--- config.mk ---
export PLATFORM = sky130hd
export DESIGN_NAME = fetch_controller
export DESIGN_NICKNAME = d
export VERILOG_FILES = /design/src/rtl/fetch_controller_pkg.sv /design/src/rtl/fetch_controller.sv
export SDC_FILE = /design/constraint.sdc
export NUM_CORES = 1
export LEC_CHECK = 0
export CAP_MARGIN = 30
export CORE_MARGIN = 1
export CORE_UTILIZATION = 43
export DETAILED_ROUTE_END_ITERATION = 16
export PLACE_DENSITY = 0.81
export SLEW_MARGIN = 20
export SYNTH_ARGS = -nofsm -noshare
export SYNTH_HDL_FRONTEND = slang
export SYNTH_SLANG_ARGS = --single-unit
--- constraint.sdc ---
create_clock -name clk -period 2.4 [get_ports clk]
set_clock_uncertainty 0.15 [all_clocks]
set_input_delay 0.24 -clock clk [delete_from_list [all_inputs] [get_ports clk]]
set_output_delay 0.24 -clock clk [all_outputs]
set_load 0.1 [all_outputs]
--- src/rtl/fetch_controller_pkg.sv ---
// Shared types and constants for the instruction fetch controller.
package fetch_controller_pkg;

    // Fetch sequencer states; FAULT is left only through reset.
    typedef enum logic [1:0] {
        RUN    = 2'd0,
        HALTED = 2'd1,
        FAULT  = 2'd2
    } fetchState_t;

    localparam logic [31:0] INSTR_BYTES       = 32'd4;
    localparam logic [31:0] HALT_WORD_DEFAULT = 32'h0000_0000;
    localparam logic [31:0] RESET_PC_DEFAULT  = 32'h0000_0000;

endpackage

--- src/rtl/fetch_controller.sv ---
// Instruction fetch controller: owns the PC, addresses the combinational
// instruction memory and presents each fetched word to decode over a
// valid/ready handshake, with redirect, halt-word and misalignment handling.
module fetch_controller
    import fetch_controller_pkg::*;
#(
    parameter logic [31:0] RESET_PC  = RESET_PC_DEFAULT,
    parameter int          MEM_BYTES = 65536,
    parameter logic [31:0] HALT_WORD = HALT_WORD_DEFAULT
) (
    input  logic        clk,
    input  logic        resetN,
    input  logic        fetchEnable,
    input  logic        redirectValid,
    input  logic [31:0] redirectTarget,
    output logic [31:0] imemAddress,
    input  logic [31:0] imemInstruction,
    output logic        instrValid,
    input  logic        instrReady,
    output logic [31:0] instrOut,
    output logic [31:0] instrPc,
    output logic        halted,
    output logic        fault,
    output logic [31:0] fetchCount
);

    // MEM_BYTES is a power of two, so masking gives the modulo wrap and keeps
    // the PC bits above the memory size at zero.
    localparam logic [31:0] PC_MASK = 32'(MEM_BYTES - 1);

    fetchState_t state, stateNext;
    logic [31:0] pc, pcNext;
    logic        instrValidNext;
    logic [31:0] instrOutNext;
    logic [31:0] instrPcNext;
    logic        captureSlot;
    logic        transfer;

    assign imemAddress = pc;
    assign halted      = (state == HALTED);
    assign fault       = (state == FAULT);
    assign transfer    = instrValid && instrReady;
    assign captureSlot = (state == RUN) && fetchEnable && (!instrValid || instrReady);

    // Next-state logic: redirect beats capture and halt detection; a consumed
    // output with no replacement drops valid so decode never sees it twice.
    always_comb begin
        stateNext      = state;
        pcNext         = pc;
        instrValidNext = instrValid;
        instrOutNext   = instrOut;
        instrPcNext    = instrPc;
        if (transfer) begin
            instrValidNext = 1'b0;
        end
        if (state != FAULT && redirectValid) begin
            instrValidNext = 1'b0;
            if (redirectTarget[1:0] == 2'b00) begin
                pcNext    = redirectTarget & PC_MASK;
                stateNext = RUN;
            end else begin
                stateNext = FAULT;
            end
        end else if (captureSlot) begin
            if (imemInstruction == HALT_WORD) begin
                instrValidNext = 1'b0;
                stateNext      = HALTED;
            end else begin
                instrOutNext   = imemInstruction;
                instrPcNext    = pc;
                instrValidNext = 1'b1;
                pcNext         = (pc + INSTR_BYTES) & PC_MASK;
            end
        end
    end

    // State, PC and output registers.
    always_ff @(posedge clk or negedge resetN) begin
        if (!resetN) begin
            state      <= RUN;
            pc         <= RESET_PC & PC_MASK;
            instrValid <= 1'b0;
            instrOut   <= 32'd0;
            instrPc    <= 32'd0;
        end else begin
            state      <= stateNext;
            pc         <= pcNext;
            instrValid <= instrValidNext;
            instrOut   <= instrOutNext;
            instrPc    <= instrPcNext;
        end
    end

    // Handshake counter, one step per completed transfer in any state.
    always_ff @(posedge clk or negedge resetN) begin
        if (!resetN) begin
            fetchCount <= 32'd0;
        end else if (transfer) begin
            fetchCount <= fetchCount + 32'd1;
        end
    end

endmodule

==> impl_results.md, run 1 <==
* Worst R2R Start: state[1]
* Register-to-Register Setup Slack at 0.48 ns
* Number of enable-type register cells in the synthesized netlist at 0
* Layout cell share with drive strength beyond 1 at 0.3643
* Total leakage power at 3.103 nW
* Fillers at 893
* Most used cell along the critical path: sky130_fd_sc_hd__buf_4
* Total half-perimeter wirelength after legalization and detailed placement at 8586 µm
* Number of sinks driven by the clock tree at 99
* Count of routing violations after the opening detailed-route iteration at 228
* Net count reported at finish at 648
* Crit path DAT at 2.35 ns
* First-pass GRT wire length at 18510 µm
* Via count of the first global-routing pass at 3835
* Met1 usage at 0.2567
* Die Outline Area at 11400 µm²
* Post-route fraction of the period consumed by the critical path at 0.9397
* Core box area at 10460 µm²
* Number of maximum-capacitance violations at 0
* Final routed wirelength across all metal layers at 11140 µm
* Final count of hold timing violations at 0
* Maximum number of pins on one net before global-route repair at 58
* Main area contributors after synthesis: sky130_fd_sc_hd__dfrtp_1 (52%), sky130_fd_sc_hd__mux2_2 (11%), sky130_fd_sc_hd__buf_4 (5.1%)
* Row Count at 37
* Synthesized area per cell at 11.71 µm²
* Clock latency on the worst-skew pair at 0.36 ns
* Setup Viol. Count Final at 0
* Setup Slack @ Placement at -0.2588 ns
* Initial DRT Pass Iterations at 4
* Type of the tightest min-delay check: input pin to asynchronous set/reset pin
* Pwr per Cell Area at 652.0 nW/µm²
* Count of state elements after synthesis at 99
* Critical path origin: imemInstruction[26]
* Starting utilization of the core area at 0.4511
* Leading cell types by count after synthesis: sky130_fd_sc_hd__dfrtp_1 (99), sky130_fd_sc_hd__mux2_2 (45), sky130_fd_sc_hd__buf_4 (32)
* Most used flip-flop cell after synthesis: sky130_fd_sc_hd__dfrtp_1
* Total DRC errors in the routed layout at 0
* Status: complete, no violations
* Clock transition at the registers of the reported paths at 0.09 ns
* All-layer global routing usage at 0.2060
* Routed via count at 3706
* ANT nets after route at 0
* Post-route cell area at 6366 µm²
* Count of H-tree levels built during CTS at 3
* Synthesis-to-finish area growth at 34.89%
* Number of cell instances on the worst register-to-register path at 5
* Sequential share of the synthesized area at 0.5249
* Number of clock buffers inserted by TritonCTS at 9
* Logic depth of the worst setup path including buffers at 7
* Fin worst setup slack at 0.1448 ns
* GRT met3 Usage at 0.05228
* Height of the die at 106.8 µm
* Maximum clock insertion buffer count at 2
* Placer congestion estimate at 0.8303
* Setup repair bufs after CTS at 0
* Number of input and output port buffers inserted at 151
* Final hold slack at 0.1405 ns
* Antenna violations before repair at 0
* Count of antenna diodes in the layout at 0
* Number of warnings issued by yosys at 0
* Post-synth ARST share at 1.000
* Slew Limit Fails at 0
* Worst-case vdd ir drop at 0.4670 mV
* Top delay family on crit path: buffers and inverters
* Die extent in x at 106.8 µm
* CTS tree: yes
* Dominant cell by count in the synthesized netlist: sky130_fd_sc_hd__dfrtp_1
* Total buffers and inverters traversed by the critical path at 3
* Critical-path cell list: clkdlybuf4s50_1, nor4_1, buf_4, nand4_1, o21ai_4, buf_4, mux2_2
* Data required time of the worst path at 2.50 ns
* Largest stage delay, worst path at 0.42 ns
* Post-layout instance count excluding filler cells at 718
* CP Class: input pin to flip-flop
* Cells resized by post-CTS repair at 0
* Worst setup path endpoint: instrPc[13]
* Synth top area share at 0.5249
* Synthesized area at 4720 µm²
* Detailed-route vias per instance at 5.162
* Unrepaired setup endpoints after global routing: no
* Number of library cell types mapped by synthesis at 51
* Type of origin of the critical path: input pin
* Kind of end point of the critical path: flip-flop
* CTS root buf: sky130_fd_sc_hd__clkbuf_8
* Met2 usage in global routing at 0.3378
* Placed Instance Area at 6183 µm²
* Mapped Cells at 403
* Largest area contributor in the netlist: sky130_fd_sc_hd__dfrtp_1
* Slowest cell on the critical path: sky130_fd_sc_hd__clkdlybuf4s50_1
* Final routed wire length divided by cell count at 15.52 µm
* CP Max Fanout at 12
* Remaining Overflow, GRT at 0
* Endpoint of the worst-slack reg-to-reg timing path: imemAddress[8]
* Total I/O pin count at 200
* # hold bufs at CTS at 1
* Minimum clock period at 2.255 ns
* Maximum clock frequency at 0.4434 GHz
* Placed cells at 701
* GRT Max-Usage Layer: met2
==> metrics by stage <==
stage               utilization  TNS (ns)  total power [mW]
finish                   0.6085         0             4.151
global route             0.6085         0             4.306
CTS                      0.6085         0             4.182
detailed placement       0.5910    -12.18             3.210
global placement         0.5910    -6.128             3.190
floorplan                     -         0             2.906
==> worst min path at each step <==
stage | from | endpoint | depth (start not counted)
6_report | resetN | instrPc[4] | 2
5_1_grt | resetN | instrPc[4] | 2
4_1_cts | resetN | instrPc[4] | 2
3_5_place_dp | resetN | instrPc[4] | 1
3_3_place_gp | resetN | instrPc[4] | 1
2_1_floorplan | resetN | fetchCount[0] | 0
==> worst reg2reg max path, stage by stage (launching register included) <==
cell	delay, ns
sky130_fd_sc_hd__dfrtp_1	0.42
sky130_fd_sc_hd__nor2b_1	0.14
sky130_fd_sc_hd__buf_4	0.16
sky130_fd_sc_hd__or3_1	0.57
sky130_fd_sc_hd__a22oi_1	0.27
sky130_fd_sc_hd__o22ai_1	0.10
==> metal layers <==
layer  vias up  part of all wire
met1      1816              0.42
met3        22             0.071
met4         0             0.020
met2       134              0.49
li1       1734                 -
met5         -                 0
==> layout make-up <==
cell class | count | area [µm²] | share of cell area
timing repair buffer | 177 | 1496 | 0.2351
multi-input combinational | 285 | 2014 | 0.3164
inverter | 5 | 18.77 | 0.002948
clock inverter | 3 | 23.77 | 0.003734
clock buffer | 13 | 148.9 | 0.02339
tap | 136 | 170.2 | 0.02673
sequential | 99 | 2494 | 0.3917
==> logic make-up (layout without fill, tap and decap cells) <==
| group | count (synthesis) | after routing | synth area share |
|---|---|---|---|
| flops | 99 | 99 | 0.5249 |
| fa+ha+maj | 2 | 2 | 0.005301 |
| compound gates | 43 | 43 | 0.06469 |
| xor+xnor | 31 | 31 | 0.05753 |
| mux | 46 | 46 | 0.1095 |
| other cells | 1 | 32 | 0.0007946 |
| buf+inv | 50 | 198 | 0.07449 |
| simple gates | 131 | 131 | 0.1628 |
==> cells in the final DEF (no fill, tap or decap), types with 2 or more instances in the layout <==
cell and n:
sky130_fd_sc_hd__and2_2 2, sky130_fd_sc_hd__conb_1 32, sky130_fd_sc_hd__nand2b_1 3, sky130_fd_sc_hd__nor4_1 10
sky130_fd_sc_hd__a22oi_1 2, sky130_fd_sc_hd__or2_2 2, sky130_fd_sc_hd__or3_1 2, sky130_fd_sc_hd__buf_12 3
sky130_fd_sc_hd__xnor2_1 24, sky130_fd_sc_hd__clkdlybuf4s50_1 51, sky130_fd_sc_hd__o31ai_1 4, sky130_fd_sc_hd__nand3_1 24
sky130_fd_sc_hd__dfrtp_1 86, sky130_fd_sc_hd__nor4_4 2, sky130_fd_sc_hd__o211ai_1 6, sky130_fd_sc_hd__o21ai_0 9
sky130_fd_sc_hd__and2_1 4, sky130_fd_sc_hd__a22o_1 3, sky130_fd_sc_hd__clkbuf_1 3, sky130_fd_sc_hd__inv_1 5
sky130_fd_sc_hd__nor3_1 5, sky130_fd_sc_hd__and3_1 5, sky130_fd_sc_hd__dfrtp_2 13, sky130_fd_sc_hd__buf_4 122
sky130_fd_sc_hd__and4_2 2, sky130_fd_sc_hd__nand4_1 13, sky130_fd_sc_hd__nand2_1 26, sky130_fd_sc_hd__nor2_1 15
sky130_fd_sc_hd__ha_1 2, sky130_fd_sc_hd__mux2_2 45, sky130_fd_sc_hd__xor2_1 7, sky130_fd_sc_hd__and4_1 6
sky130_fd_sc_hd__nor2_2 2, sky130_fd_sc_hd__a21oi_1 5, sky130_fd_sc_hd__clkbuf_8 10, sky130_fd_sc_hd__o22ai_1 2
sky130_fd_sc_hd__o31a_1 4, sky130_fd_sc_hd__nor2b_1 2, sky130_fd_sc_hd__clkinvlp_4 2
==> state kept, by name (all words and copies together) (netlist names) <==
signal       cells
fetchCount      32
instrPc         16
instrOut        32
instrValid       1
state            2
imemAddress     16
==> power breakdown <==
part	switching [mW]	internal [mW]
Sequential	0.0771	1.76
Clock	0.570	0.409
Combinational	1.06	0.275
Power figures use the tool's default switching activity.
==> inputs of run 2 (changes only) <==
CAP_MARGIN = 20   (was 30)
SLEW_MARGIN = 30   (was 20)
clock period = 2.56 ns   (was 2.4 ns; I/O delays follow)
==> run 2 against run 1 <==
Routed wire length is essentially flat; combinational power shrank 5%; die area is the same; flip-flop and latch count is the same; power shrank 0.99%; sequential power shrank 7%; first-iteration DRC count shrank 8.3%; via count shrank 1.9%; setup slack gained 0.21 ns; final area shrank 0.75%; cell count shrank 1.4%; critical endpoint is now instrPc[0].
==> impl_results.md, run 2 (synthesized netlist as in run 1, its figures left out) <==
* Height of the die at 106.8 µm (unchanged)
* Top delay family on crit path: buffers and inverters (unchanged)
* Minimum clock period at 2.209 ns
* Clock latency on the worst-skew pair at 0.36 ns (about the same)
* Number of cell instances on the worst register-to-register path at 5 (unchanged)
* Number of sinks driven by the clock tree at 99 (unchanged)
* Starting utilization of the core area at 0.4511 (unchanged)
* Crit path DAT at 2.31 ns (was 2.35 ns)
* Endpoint of the worst-slack reg-to-reg timing path: fetchCount[27] (was imemAddress[8])
* Maximum number of pins on one net before global-route repair at 59 (was 58)
* Slowest cell on the critical path: sky130_fd_sc_hd__clkdlybuf4s50_1 (unchanged)
* Slew Limit Fails at 0 (unchanged)
* First-pass GRT wire length at 17980 µm (was 18510 µm)
* Final routed wire length divided by cell count at 15.74 µm (was 15.52 µm)
* Antenna violations before repair at 0 (unchanged)
* Placer congestion estimate at 0.7871 (was 0.8303)
* Max-Slew Margin vs Limit at 0.4856
* Wire length on met3 at 761 µm (was 790 µm)
* Count of antenna diodes in the layout at 0 (unchanged)
* Fin worst setup slack at 0.3515 ns (was 0.1448 ns)
* Die Outline Area at 11400 µm² (unchanged)
* Pwr per Cell Area at 650.4 nW/µm² (was 652.0 nW/µm²)
* CTS tree: yes (unchanged)
* Via count of the first global-routing pass at 3670 (was 3835)
* Layout cell share with drive strength beyond 1 at 0.3392 (was 0.3643)
* Register-to-Register Setup Slack at 0.55 ns (was 0.48 ns)
* Total half-perimeter wirelength after legalization and detailed placement at 8427 µm (was 8586 µm)
* Total buffers and inverters traversed by the critical path at 3 (unchanged)
* Slew of the pin with the lowest slew margin at 0.7716 ns
* Maximum clock insertion buffer count at 2 (unchanged)
* Number of maximum-capacitance violations at 0 (unchanged)
* Uppermost routed layer: met4 (unchanged)
* Maximum clock frequency at 0.4528 GHz
* Type of the tightest min-delay check: flip-flop to flip-flop (was input pin to asynchronous set/reset pin)
* Most used cell along the critical path: sky130_fd_sc_hd__buf_4 (unchanged)
* Initial DRT Pass Iterations at 4 (unchanged)
* Count of H-tree levels built during CTS at 3 (unchanged)
* Largest registers ranked by flip-flop count: fetchCount (32), instrOut (32) (unchanged)
* Post-route fraction of the period consumed by the critical path at 0.8627
* Met2 layer wire length in the routed design at 5574 µm (was 5505 µm)
* Placed cells at 691 (was 701)
* Critical path origin: imemInstruction[26] (unchanged)
* Power consumption at 4.110 mW (was 4.151 mW)
* All-layer global routing usage at 0.2013 (was 0.2060)
* Largest stage delay, worst path at 0.42 ns (about the same)
* Unrepaired setup endpoints after global routing: no (unchanged)
* Data required time of the worst path at 2.66 ns (was 2.50 ns)
* Routed via count at 3635 (was 3706)
* Layout Utilization at 0.6039 (was 0.6085)
* Logic depth of the worst setup path including buffers at 7 (unchanged)
* Total I/O pin count at 200 (unchanged)
* ANT nets after route at 0 (unchanged)
* Count of routing violations after the opening detailed-route iteration at 209 (was 228)
* Core box area at 10460 µm² (unchanged)
* Die extent in x at 106.8 µm (unchanged)
* Final hold slack at 0.3244 ns (was 0.1405 ns)
* Most frequent standard cell in the layout excluding fill and tap cells: sky130_fd_sc_hd__buf_4 (unchanged)
* Final count of hold timing violations at 0 (unchanged)
* Row Count at 37 (unchanged)
* Synthesis-to-finish area growth at 33.88% (was 34.89%)
* Worst-case vdd ir drop at 0.3977 mV (was 0.4670 mV)
* Number of input and output port buffers inserted at 151 (unchanged)
* Kind of end point of the critical path: flip-flop (unchanged)
* Total leakage power at 3.108 nW (was 3.103 nW)
* Setup Slack @ Placement at -0.04577 ns (was -0.2588 ns)
* Total DRC errors in the routed layout at 0 (unchanged)
* Wire length on met1 at 4678 µm (was 4625 µm)
* Number of clock buffers inserted by TritonCTS at 9 (unchanged)
* CP Max Fanout at 15 (was 12)
* Critical-path cell list: clkdlybuf4s50_1, nor4_1, buf_4, nand4_1, o21ai_4, buf_4, mux2_2 (unchanged)
* Clock transition at the registers of the reported paths at 0.09 ns (about the same)
* Worst R2R Start: fetchCount[4] (was state[1])
* Final routed wirelength across all metal layers at 11140 µm (about the same)
* Setup Viol. Count Final at 0 (unchanged)
* Net count reported at finish at 638 (was 648)
* CP Class: input pin to flip-flop (unchanged)
* Detailed-route vias per instance at 5.134 (was 5.162)
* Worst setup path endpoint: instrPc[0] (was instrPc[13])
* Setup repair bufs after CTS at 0 (unchanged)
* Post-layout instance count excluding filler cells at 708 (was 718)
* CTS root buf: sky130_fd_sc_hd__clkbuf_8 (unchanged)
* Type of origin of the critical path: input pin (unchanged)
* Remaining Overflow, GRT at 0 (unchanged)
* Worst hold stages at 1
* Status: complete, no violations (unchanged)
* Top library cells by usage in the layout, fill and taps aside: sky130_fd_sc_hd__buf_4 (113), sky130_fd_sc_hd__dfrtp_1 (97), sky130_fd_sc_hd__clkdlybuf4s50_1 (51) (was sky130_fd_sc_hd__buf_4 (122), sky130_fd_sc_hd__dfrtp_1 (86), sky130_fd_sc_hd__clkdlybuf4s50_1 (51))
[run 2: worst min-delay path by stage]
stage	from	endpoint	slack, ns
6_report	fetchCount[31]	fetchCount[31]	0.32
5_1_grt	fetchCount[31]	fetchCount[31]	0.35
3_5_place_dp	resetN	instrPc[4]	0.23
4_1_cts	fetchCount[31]	fetchCount[31]	0.33
3_3_place_gp	resetN	instrOut[18]	0.22
2_1_floorplan	resetN	fetchCount[0]	-0.19
[run 2: power by group]
part           switching, mW  internal (mW)
Combinational          0.998          0.257
Clock                  0.534          0.600
Sequential            0.0702           1.65
[run 2: final cells by class]
cell class              count  area, µm²
clock buffers              11      151.4
clock inverters             5      75.07
fillers                   883       4144
inverters                   5      18.77
multi-input cells         285       2014
flip-flops and latches     99       2480
well taps                 136      170.2
repair buffers            167       1409
[run 2: what timing repair did]
action / in CTS / in global routing
gates resized for setup: 0 / 0
hold buffers: 1 / 0
endpoints found under the hold margin: 56 / 0
[run 2: routing by layer]
metal  up-vias  GRT usage
met5         -          0
met4         0    0.06849
met3         8    0.04924
met2       143     0.3442
met1      1770     0.2482
li1       1714          -
[run 2: stage by stage]
step           instance area [µm²]  setup TNS, ns
3_3_place_gp                  6082        -0.4564
3_5_place_dp                  6082         -1.209
6_report                      6319              0
5_1_grt                       6319              0
4_1_cts                       6319              0
2_1_floorplan                 4840              0
[run 2: worst reg2reg max path, stage by stage (launching register included)]
cell	delay, ns
sky130_fd_sc_hd__dfrtp_1	0.49
sky130_fd_sc_hd__nand4_4	0.19
sky130_fd_sc_hd__nor4_4	0.46
sky130_fd_sc_hd__and4_4	0.33
sky130_fd_sc_hd__nand4_2	0.12
sky130_fd_sc_hd__xnor2_1	0.15
